===== src/rtl/imm_op_pkg.sv =====
// Operation codes and the combinational immediate-operand datapath shared by the pipeline.
package imm_op_pkg;

  typedef enum logic [2:0] {
    OP_OR  = 3'd0,
    OP_AND = 3'd1,
    OP_XOR = 3'd2,
    OP_ADD = 3'd3,
    OP_SUB = 3'd4,
    OP_SHL = 3'd5,
    OP_SHR = 3'd6
  } op_e;

  localparam int unsigned OP_MAX    = 6;
  localparam int unsigned N_MAX     = 64;
  localparam int unsigned DEPTH_MAX = 8;

  function automatic logic [63:0] width_mask(input int unsigned n);
    return (n >= 64) ? '1 : ((64'd1 << n) - 64'd1);
  endfunction

  // Operands arrive zero-extended to 64 bits; the result is reduced modulo 2^n.
  function automatic logic [63:0] imm_op_result(input op_e op, input logic [63:0] d,
                                                input logic [63:0] imm, input int unsigned n);
    logic [63:0] m;
    logic [63:0] res;
    m   = width_mask(n);
    res = '0;
    case (op)
      OP_OR:   res = d | imm;
      OP_AND:  res = d & imm;
      OP_XOR:  res = d ^ imm;
      OP_ADD:  res = d + imm;
      OP_SUB:  res = d - imm;
      OP_SHL:  res = (imm >= 64'(n)) ? '0 : (d << imm);
      OP_SHR:  res = (imm >= 64'(n)) ? '0 : ((d & m) >> imm);
      default: res = '0;
    endcase
    return res & m;
  endfunction

  // Carry out of bit n-1 for ADD, unsigned borrow for SUB, zero otherwise.
  function automatic logic imm_op_carry(input op_e op, input logic [63:0] d,
                                        input logic [63:0] imm, input int unsigned n);
    logic [63:0] m;
    logic [64:0] sum;
    logic [64:0] sh;
    logic        c;
    m   = width_mask(n);
    sum = {1'b0, d & m} + {1'b0, imm & m};
    sh  = sum >> n;
    case (op)
      OP_ADD:  c = sh[0];
      OP_SUB:  c = (d & m) < (imm & m);
      default: c = 1'b0;
    endcase
    return c;
  endfunction

endpackage


===== src/rtl/imm_op_pipe_if.sv =====
// Valid/ready stream bundle: upstream data in, downstream result plus carry out.
interface imm_op_pipe_if #(
  parameter int unsigned N = 16
);
  logic         R_IN;
  logic [N-1:0] D_IN;
  logic         RDY_OUT;
  logic         R_OUT;
  logic [N-1:0] D_OUT;
  logic         C_OUT;
  logic         RDY_IN;

  modport master (
    output R_IN, D_IN, RDY_IN,
    input  RDY_OUT, R_OUT, D_OUT, C_OUT
  );

  modport slave (
    input  R_IN, D_IN, RDY_IN,
    output RDY_OUT, R_OUT, D_OUT, C_OUT
  );
endinterface


===== src/rtl/imm_op_stage.sv =====
// One valid/ready register slot holding an N-bit result and its carry.
module imm_op_stage #(
  parameter int unsigned N = 16
) (
  input  logic         CLK,
  input  logic         RST,
  input  logic         EN,
  input  logic         i_valid,
  input  logic [N-1:0] i_data,
  input  logic         i_carry,
  output logic         o_ready,
  output logic         o_valid,
  output logic [N-1:0] o_data,
  output logic         o_carry,
  input  logic         i_ready
);

  logic         r_valid;
  logic [N-1:0] r_data;
  logic         r_carry;
  logic         w_load;

  // Loading while full is only legal when the next slot takes our token this cycle.
  assign w_load  = EN & (~r_valid | i_ready);
  assign o_ready = w_load;

  always_ff @(posedge CLK or posedge RST) begin
    if (RST) begin
      r_valid <= 1'b0;
      r_data  <= '0;
      r_carry <= 1'b0;
    end else if (w_load) begin
      r_valid <= i_valid;
      if (i_valid) begin
        r_data  <= i_data;
        r_carry <= i_carry;
      end
    end
  end

  assign o_valid = r_valid;
  assign o_data  = r_data;
  assign o_carry = r_carry;

endmodule


===== src/rtl/imm_op_pipe.sv =====
// Applies a fixed immediate operation on entry, then carries result and carry through DEPTH slots.
module imm_op_pipe
  import imm_op_pkg::*;
#(
  parameter int unsigned  N     = 16,
  parameter logic [N-1:0] I     = N'(1),
  parameter int unsigned  OP    = 0,
  parameter int unsigned  DEPTH = 2
) (
  input  logic         CLK,
  input  logic         RST,
  input  logic         EN,
  imm_op_pipe_if.slave bus
);

  if (N < 1 || N > N_MAX) begin : g_bad_n
    $error("imm_op_pipe: N out of range");
  end
  if (DEPTH < 1 || DEPTH > DEPTH_MAX) begin : g_bad_depth
    $error("imm_op_pipe: DEPTH out of range");
  end
  if (OP > OP_MAX) begin : g_bad_op
    $error("imm_op_pipe: OP not a defined operation");
  end

  localparam op_e OP_E = op_e'(OP[2:0]);

  logic [DEPTH:0] w_valid;
  logic [DEPTH:0] w_rdy;
  logic [DEPTH:0] w_carry;
  logic [N-1:0]   w_data [DEPTH+1];

  assign w_valid[0]   = bus.R_IN;
  assign w_data[0]    = N'(imm_op_result(OP_E, 64'(bus.D_IN), 64'(I), N));
  assign w_carry[0]   = imm_op_carry(OP_E, 64'(bus.D_IN), 64'(I), N);
  assign w_rdy[DEPTH] = bus.RDY_IN;

  // Ready ripples back combinationally so a draining tail frees every slot behind it.
  for (genvar g = 0; g < DEPTH; g++) begin : g_stage
    imm_op_stage #(.N(N)) u_stage (
      .CLK     (CLK),
      .RST     (RST),
      .EN      (EN),
      .i_valid (w_valid[g]),
      .i_data  (w_data[g]),
      .i_carry (w_carry[g]),
      .o_ready (w_rdy[g]),
      .o_valid (w_valid[g+1]),
      .o_data  (w_data[g+1]),
      .o_carry (w_carry[g+1]),
      .i_ready (w_rdy[g+1])
    );
  end

  assign bus.RDY_OUT = w_rdy[0];
  assign bus.R_OUT   = w_valid[DEPTH];
  assign bus.D_OUT   = w_data[DEPTH];
  assign bus.C_OUT   = w_carry[DEPTH];

endmodule


===== src/flat_wrapper.sv =====
// flat-port wrapper written by rule: the top's interface ports become plain ports
module imm_op_pipe_flat import imm_op_pkg::*;
#(
  parameter int unsigned  N     = 16,
  parameter logic [N-1:0] I     = N'(1),
  parameter int unsigned  OP    = 0,
  parameter int unsigned  DEPTH = 2
)
  (CLK, RST, EN, bus_R_IN, bus_D_IN, bus_RDY_IN, bus_RDY_OUT, bus_R_OUT, bus_D_OUT, bus_C_OUT);
  imm_op_pipe_if #(.N(N)) bus_i ();
  input  logic CLK;
  input  logic RST;
  input  logic EN;
  input wire logic [$bits(bus_i.R_IN)-1:0] bus_R_IN;
  input wire logic [$bits(bus_i.D_IN)-1:0] bus_D_IN;
  input wire logic [$bits(bus_i.RDY_IN)-1:0] bus_RDY_IN;
  output wire logic [$bits(bus_i.RDY_OUT)-1:0] bus_RDY_OUT;
  output wire logic [$bits(bus_i.R_OUT)-1:0] bus_R_OUT;
  output wire logic [$bits(bus_i.D_OUT)-1:0] bus_D_OUT;
  output wire logic [$bits(bus_i.C_OUT)-1:0] bus_C_OUT;
  assign bus_i.R_IN = bus_R_IN;
  assign bus_i.D_IN = bus_D_IN;
  assign bus_i.RDY_IN = bus_RDY_IN;
  assign bus_RDY_OUT = bus_i.RDY_OUT;
  assign bus_R_OUT = bus_i.R_OUT;
  assign bus_D_OUT = bus_i.D_OUT;
  assign bus_C_OUT = bus_i.C_OUT;
  imm_op_pipe #(.N(N), .I(I), .OP(OP), .DEPTH(DEPTH)) u_core (.CLK(CLK), .RST(RST), .EN(EN), .bus(bus_i));
endmodule

===== config.mk =====
export PLATFORM = sky130hd
export DESIGN_NAME = imm_op_pipe_flat
export DESIGN_NICKNAME = d
export VERILOG_FILES = /design/src/rtl/imm_op_pkg.sv /design/src/rtl/imm_op_pipe_if.sv /design/src/rtl/imm_op_stage.sv /design/src/rtl/imm_op_pipe.sv /design/src/flat_wrapper.sv
export SDC_FILE = /design/constraint.sdc
export NUM_CORES = 1
export LEC_CHECK = 0
export CORE_ASPECT_RATIO = 1.1
export CORE_MARGIN = 2
export CORE_UTILIZATION = 47
export DETAILED_ROUTE_END_ITERATION = 10
export PLACE_DENSITY = 0.78
export RECOVER_POWER = 100
export SYNTH_ARGS = -nofsm -noshare
export SYNTH_HDL_FRONTEND = slang
export SYNTH_HIERARCHICAL = 1
export SYNTH_SLANG_ARGS = --single-unit

===== constraint.sdc =====
create_clock -name CLK -period 2 [get_ports CLK]
set_input_delay 0.2 -clock CLK [delete_from_list [all_inputs] [get_ports CLK]]
set_output_delay 0.2 -clock CLK [all_outputs]
set_load 0.02 [all_outputs]

==> results of run 1 <==
## placed cells by master (no fill, tap or decap), drive strengths merged
cell type	n
dfrtp	36
mux2	34
dlygate4sd3	20
clkdlybuf4s50	17
clkbuf	13
nand2b	2
and3	2
and2	2
inv	2
conb	2
nand2	2
a22o	2
clkinv	1
dlygate4sd2	1
## logic make-up after synthesis
family          Yosys count  share of synthesized area (%)
compound gates            2                          1.167
buf+inv                   6                          4.667
flops                    36                          60.00
mux                      34                          30.50
other cells               2                         0.5002
simple gates              8                          3.166
## metal layers
metal | wire length [um] | vias up | GRT usage, % | part of all wire [%]
met5 | 0 | - | 0 | 0
met4 | 34 | 0 | 5.233 | 1.3
met3 | 206 | 5 | 7.803 | 7.8
met2 | 1329 | 33 | 26.99 | 50
met1 | 1074 | 439 | 24.55 | 41
li1 | - | 394 | - | -
## layout make-up
class                           instances  area share (%)
Tap cell                               34           2.265
Clock buffer                            6           2.199
Multi-Input combinational cell         46           25.25
Sequential cell                        36           47.97
Timing Repair Buffer                   45           21.65
Inverter                                2          0.3997
Clock inverter                          1          0.2665
## worst reg2reg max path: stages, from the launching register on
cell and delay (ns):
dfrtp_1 0.41, nand2b_1 0.09, and2_2 0.15, nand2b_1 0.12, and3_1 0.20, clkbuf_1 0.37, mux2_2 0.39
## power by group
group	switching (mW)	leakage [nW]	internal, mW
sequential	0.120	0.422	0.985
combinational	0.398	0.373	0.452
clock	0.216	0.0281	0.129
## registers in the layout, summed over array words and instances (netlist names)
signal,cells
u_core/g_stage.u_stage/o_carry,2
u_core/g_stage.u_stage/o_data,32
u_core/g_stage.u_stage/o_valid,2
## metrics by stage
| step | setup WS, ns | std cells | instance area [um^2] |
|---|---|---|---|
| floorplan | 0.2882 | 88 | 1501 |
| global placement | 0.008792 | 163 | 1927 |
| global route | 0.03297 | 170 | 1878 |
| CTS | 0.1100 | 170 | 1972 |
| detailed placement | -0.06466 | 163 | 1927 |
| finish | 0.1419 | 170 | 1878 |
## Yosys cell counts
cell / number
a22o_1: 2
and2_2: 2
and3_1: 2
buf_12: 2
buf_6: 2
conb_1: 2
dfrtp_1: 36
inv_1: 2
mux2_2: 14
mux2_4: 20
nand2_1: 2
nand2b_1: 2
## how the worst max path moves through the flow
stage	from	endpoint	slack, ns	cells after the start
2_1_floorplan	u_core/g_stage[1].u_stage/o_valid	u_core/g_stage[0].u_stage/o_data[10]	0.29	7
3_3_place_gp	bus_RDY_IN	bus_RDY_OUT	0.009	6
3_5_place_dp	bus_RDY_IN	bus_RDY_OUT	-0.06	6
4_1_cts	u_core/g_stage[1].u_stage/o_valid	bus_RDY_OUT	0.11	5
5_1_grt	u_core/g_stage[1].u_stage/o_valid	bus_RDY_OUT	0.03	5
6_report	u_core/g_stage[1].u_stage/o_valid	bus_RDY_OUT	0.14	5
==> metrics.cfg, run 1 <==
[final_layout]
nets = 157
num_antenna_cells = 0
drive_above_1_share_pct = 20.59
area_growth_pct = 25.08
multi_input_area_um2 = 474.2
n_fill_cell = 265
fin_util_pct = 61.62
regArea_um2 = 900.9

[timing]
finalHoldViolations = 0
whs_ns = 0.4766
setup_tns_ns = 0
setup_viol = 0
fin_crit_ns = 1.858
fmax_mhz = 538.2
fin_crit_sh_pct = 92.90
rsz0062_at_grt = no
max-slew-margin-rel_pct = 29.71
final_max_slew_viol_count = 0
worstMarginPinSlew_ns = 1.054
fin_worst_skew_ns = 0.007988

[clocking]
clk_path_buf_depth = 2
ctsHoldBuffers = 0
insertion_delay_ns = 0.33
clkTransAtPathRegs_ns = 0.10
postCtsSetupBuffers = 0
cts_made_buffers = 5
cts_tree = yes
cts_root_buffer = clkbuf_4
cts_repair_resize_count = 1
clock_sinks = 36
htreeDepth = 2

[global_route]
antenna_found_initial = 0
grt_max_degree = 19
grt_pass1_vias = 979
grt_pass1_wl_um = 4940
gr-usage-all-layers_pct = 18.26
overflow = 0

[setup_path]
r2r_slack_ns = 0.16
cp_top_family = simple AND/OR/NAND/NOR gates
worstPathRequired_ns = 1.80
critical_path.slowest_cell = dfrtp_1
cpPeakStageDelay_ns = 0.39
cp.arrival_ns = 1.66
reg2reg_from = u_core/g_stage[1].u_stage/o_valid
worst_r2r_endpoint = u_core/g_stage[0].u_stage/o_data[11]
start_kind = register
r2r_cells = 6
crit_fanout = 3
cp.buffers_inverters = 1
end_kind = output pin
path_class = reg -> out
cp_cell_sequence = nand2b_1, and2_2, nand2b_1, and2_2, dlygate4sd2_1

[power_and_ir_drop]
finalPower_mw = 2.301
peakVddDrop_mv = 0.7605
power_density_mw_per_mm2 = 1225
p_leak_nw = 0.8237

[run_status]
outcome = completed

[routing]
dr_total_vias = 871
drtAntennaViolNets = 0
first_pass_iters = 2
routed_wl_um = 2645
wl_per_cell_um = 15.56
viasPerCell = 5.124
drc_errors = 0
drtIter0Drc = 12

[floorplan]
die_x_um = 57.89
row_count = 21
die_h_um = 63.28
core_mm2 = 0.003048
die_area_mm2 = 0.003663
start_util_pct = 49.26
io_pins = 40

[worst_hold_path]
min_to = u_core/g_stage[0].u_stage/o_data[3]
whs_path_depth = 2
holdCritStartpoint = bus_D_IN[3]
hold_class = in -> reg

[place]
io_buffers = 38
dp_hpwl_um = 1946
gp_congestion = 0.6686

[synthesis]
postSynthCellCount = 88
yosysTopAreaCell = dfrtp_1
yosys-top-cells-area = dfrtp_1, mux2_4, mux2_2, buf_12, buf_6
synth_nets = 109
synth_area_per_cell_um2 = 17.06
synthesis.area_mm2 = 0.001501
synthDistinctLibCells = 12
ys_ff_latch = 36
synth_top_area_share_pct = 60.00
yosys_warnings = 6
yosysSeqAreaShare_pct = 60.00

[job]
drv_cap = 0

Note: power is estimated with default switching activity, not from simulation.
==> run 2: changes to the inputs <==
- SLEW_MARGIN: unset -> 25
==> results of run 2 <==
Final layout, timing and power as in run 1 (identical DEF).
==> run 3: changes to the inputs <==
- CORE_ASPECT_RATIO: 1.1 -> 0.5
- SLEW_MARGIN: 25 -> unset
==> run 3 against run 2 <==
- largest power group unchanged
- flip-flop and latch count unchanged
- sequential share of layout area decreased by 1.3 points
- cell area increased by 2.7%
- worst setup slack improved by 0.066 ns
- via count decreased by 7.0%
- maximum frequency increased by 3.7%
- core utilization increased by 2.0 points
- sequential power about the same
- combinational power decreased by 1%
- register-to-register slack improved by 0.09 ns
- non-clock buffer count decreased by 3
- clock power increased by 54%
==> metrics.cfg, run 3 (synthesis gave the netlist of run 1 again) <==
[clocking]
cts_tree = yes  ; unchanged
cts_root_buffer = clkbuf_8  ; was clkbuf_4
cts_made_buffers = 5  ; unchanged
insertion_delay_ns = 0.27  ; was 0.33 ns
htreeDepth = 2  ; unchanged
clkTransAtPathRegs_ns = 0.06  ; was 0.10 ns
clk_path_buf_depth = 2  ; unchanged
clock_sinks = 36  ; unchanged

[place]
dp_hpwl_um = 1699  ; was 1946 um
gp_congestion = 0.7204  ; was 0.6686
io_buffers = 38  ; unchanged
place_ws_ns = -0.01385  ; was -0.06466 ns
dpl_cell_area_mm2 = 0.001924  ; was 0.001927 mm^2
dp_cells = 166  ; was 163

[global_route]
grt_max_degree = 19  ; unchanged
gr-usage-all-layers_pct = 15.21  ; was 18.26%
grt_pass1_wl_um = 4195  ; was 4940 um
grt_pass1_vias = 882  ; was 979
antenna_found_initial = 0  ; unchanged
overflow = 0  ; unchanged

[timing]
fin_crit_sh_pct = 89.63  ; was 92.90%
fmax_mhz = 557.9  ; was 538.2 MHz
whs_ns = 0.4804  ; was 0.4766 ns
fin_crit_ns = 1.793  ; was 1.858 ns
rsz0062_at_grt = no  ; unchanged
max-slew-margin-rel_pct = 33.56  ; was 29.71%
worstMarginPinSlew_ns = 0.9967  ; was 1.054 ns
setup_ws_ns = 0.2075  ; was 0.1419 ns
final_max_slew_viol_count = 0  ; unchanged
setup_viol = 0  ; unchanged
finalHoldViolations = 0  ; unchanged
fin_worst_skew_ns = 0.001767  ; was 0.007988 ns

[routing]
drtAntennaViolNets = 0  ; unchanged
viasPerCell = 4.682  ; was 5.124
wl_per_cell_um = 13.61  ; was 15.56 um
routed_wl_um = 2355  ; was 2645 um
drtIter0Drc = 18  ; was 12
dr_total_vias = 810  ; was 871
first_pass_iters = 3  ; was 2
drc_errors = 0  ; unchanged

[setup_path]
worstPathRequired_ns = 1.80  ; about the same
reg2reg_from = u_core/g_stage[1].u_stage/o_valid  ; unchanged
start_kind = primary input  ; was register
cp-startpoint = bus_RDY_IN  ; was u_core/g_stage[1].u_stage/o_valid
crit_fanout = 2  ; was 3
path_class = in -> out  ; was reg -> out
cp.arrival_ns = 1.59  ; was 1.66 ns
end_kind = output pin  ; unchanged

[run_status]
outcome = completed  ; unchanged

[final_layout]
drive_above_1_share_pct = 20.30  ; was 20.59%
fin_util_pct = 63.67  ; was 61.62%
nets = 154  ; was 157
num_antenna_cells = 0  ; unchanged
largest_register_ffs = 32  ; unchanged
layout_common_cells = dfrtp_1, dlygate4sd3_1, mux2_1, clkdlybuf4s50_1, mux2_2  ; was dfrtp_1, dlygate4sd3_1, clkdlybuf4s50_1, mux2_1, mux2_2
final_common_cell = dfrtp_1  ; unchanged
design_area_mm2 = 0.001929  ; was 0.001878 mm^2
area_growth_pct = 28.50  ; was 25.08%
final_cells = 173  ; was 170

[floorplan]
row_count = 14  ; was 21
die_x_um = 83.93  ; was 57.89 um
die_area_mm2 = 0.003690  ; was 0.003663 mm^2
die_h_um = 43.97  ; was 63.28 um
core_mm2 = 0.003030  ; was 0.003048 mm^2
io_pins = 40  ; unchanged
start_util_pct = 49.55  ; was 49.26%

[job]
drv_cap = 0  ; unchanged

[power_and_ir_drop]
p_leak_nw = 0.8411  ; was 0.8237 nW
power_density_mw_per_mm2 = 1283  ; was 1225 mW/mm^2
peakVddDrop_mv = 0.5629  ; was 0.7605 mV

[worst_hold_path]
holdCritStartpoint = u_core/g_stage[1].u_stage/o_data[4]  ; was bus_D_IN[3]
hold_class = reg -> reg  ; was in -> reg

[run 3: changes by cell type in the layout (fill, tap and decap cells not counted), moves of 3 or more]
cell / change
clkbuf_1: -5
clkbuf_4: -5
clkbuf_8: +7
mux2_1: +3
mux2_4: -3
[run 3: layout make-up]
cell class,count,area [um^2]
Tap cell,40,50.05
Multi-Input combinational cell,46,462.9
Timing Repair Buffer,42,411.6
Fill cell,239,1101
Inverter,2,7.507
Sequential cell,36,900.9
Clock buffer,7,96.34
[run 3: repair_timing]
item / in CTS / in global routing
hold buffers: 0 / 0
setup buffers: 0 / 0
endpoints found under the setup margin: 1 / 0
resized for setup: 1 / 0
[run 3: power by group]
group          leakage (nW)  internal, mW  switching, mW
clock network        0.0503         0.306          0.226
logic                 0.368         0.445          0.393
registers             0.422         0.988          0.117
total                 0.841          1.74          0.737
[run 3: layer usage]
| metal | GRT usage [%] | vias to the layer above | share of wire [%] |
|---|---|---|---|
| li1 | - | 389 | - |
| met1 | 19.18 | 404 | 45 |
| met2 | 25.92 | 17 | 50 |
| met3 | 4.762 | 0 | 4.7 |
| met4 | 4.839 | 0 | 0 |
| met5 | 0 | - | 0 |
[run 3: worst max-delay path: stages]
cell and delay [ns]:
clkdlybuf4s50_1 0.41, nand2b_1 0.15, and2_2 0.19, nand2b_1 0.14
and2_2 0.18, dlygate4sd2_1 0.31
[run 3: final timing paths]
kind	to	slack, ns	cells past startpoint
setup reg to reg	u_core/g_stage[0].u_stage/o_data[11]	0.25	6
max in group asynchronous	u_core/g_stage[0].u_stage/o_data[14]	0.71	3
hold reg to reg	u_core/g_stage[1].u_stage/o_data[4]	0.48	1
min in group asynchronous	u_core/g_stage[1].u_stage/o_data[6]	0.50	2
setup / recovery	bus_RDY_OUT	0.21	6
hold / removal	u_core/g_stage[1].u_stage/o_data[4]	0.48	1
[run 3: stage by stage]
step,power [mW],setup TNS (ns)
6_report,2.476,0
4_1_cts,2.718,0
3_3_place_gp,2.146,-0.007722
5_1_grt,2.610,0
2_1_floorplan,1.722,0
3_5_place_dp,2.174,-0.01385
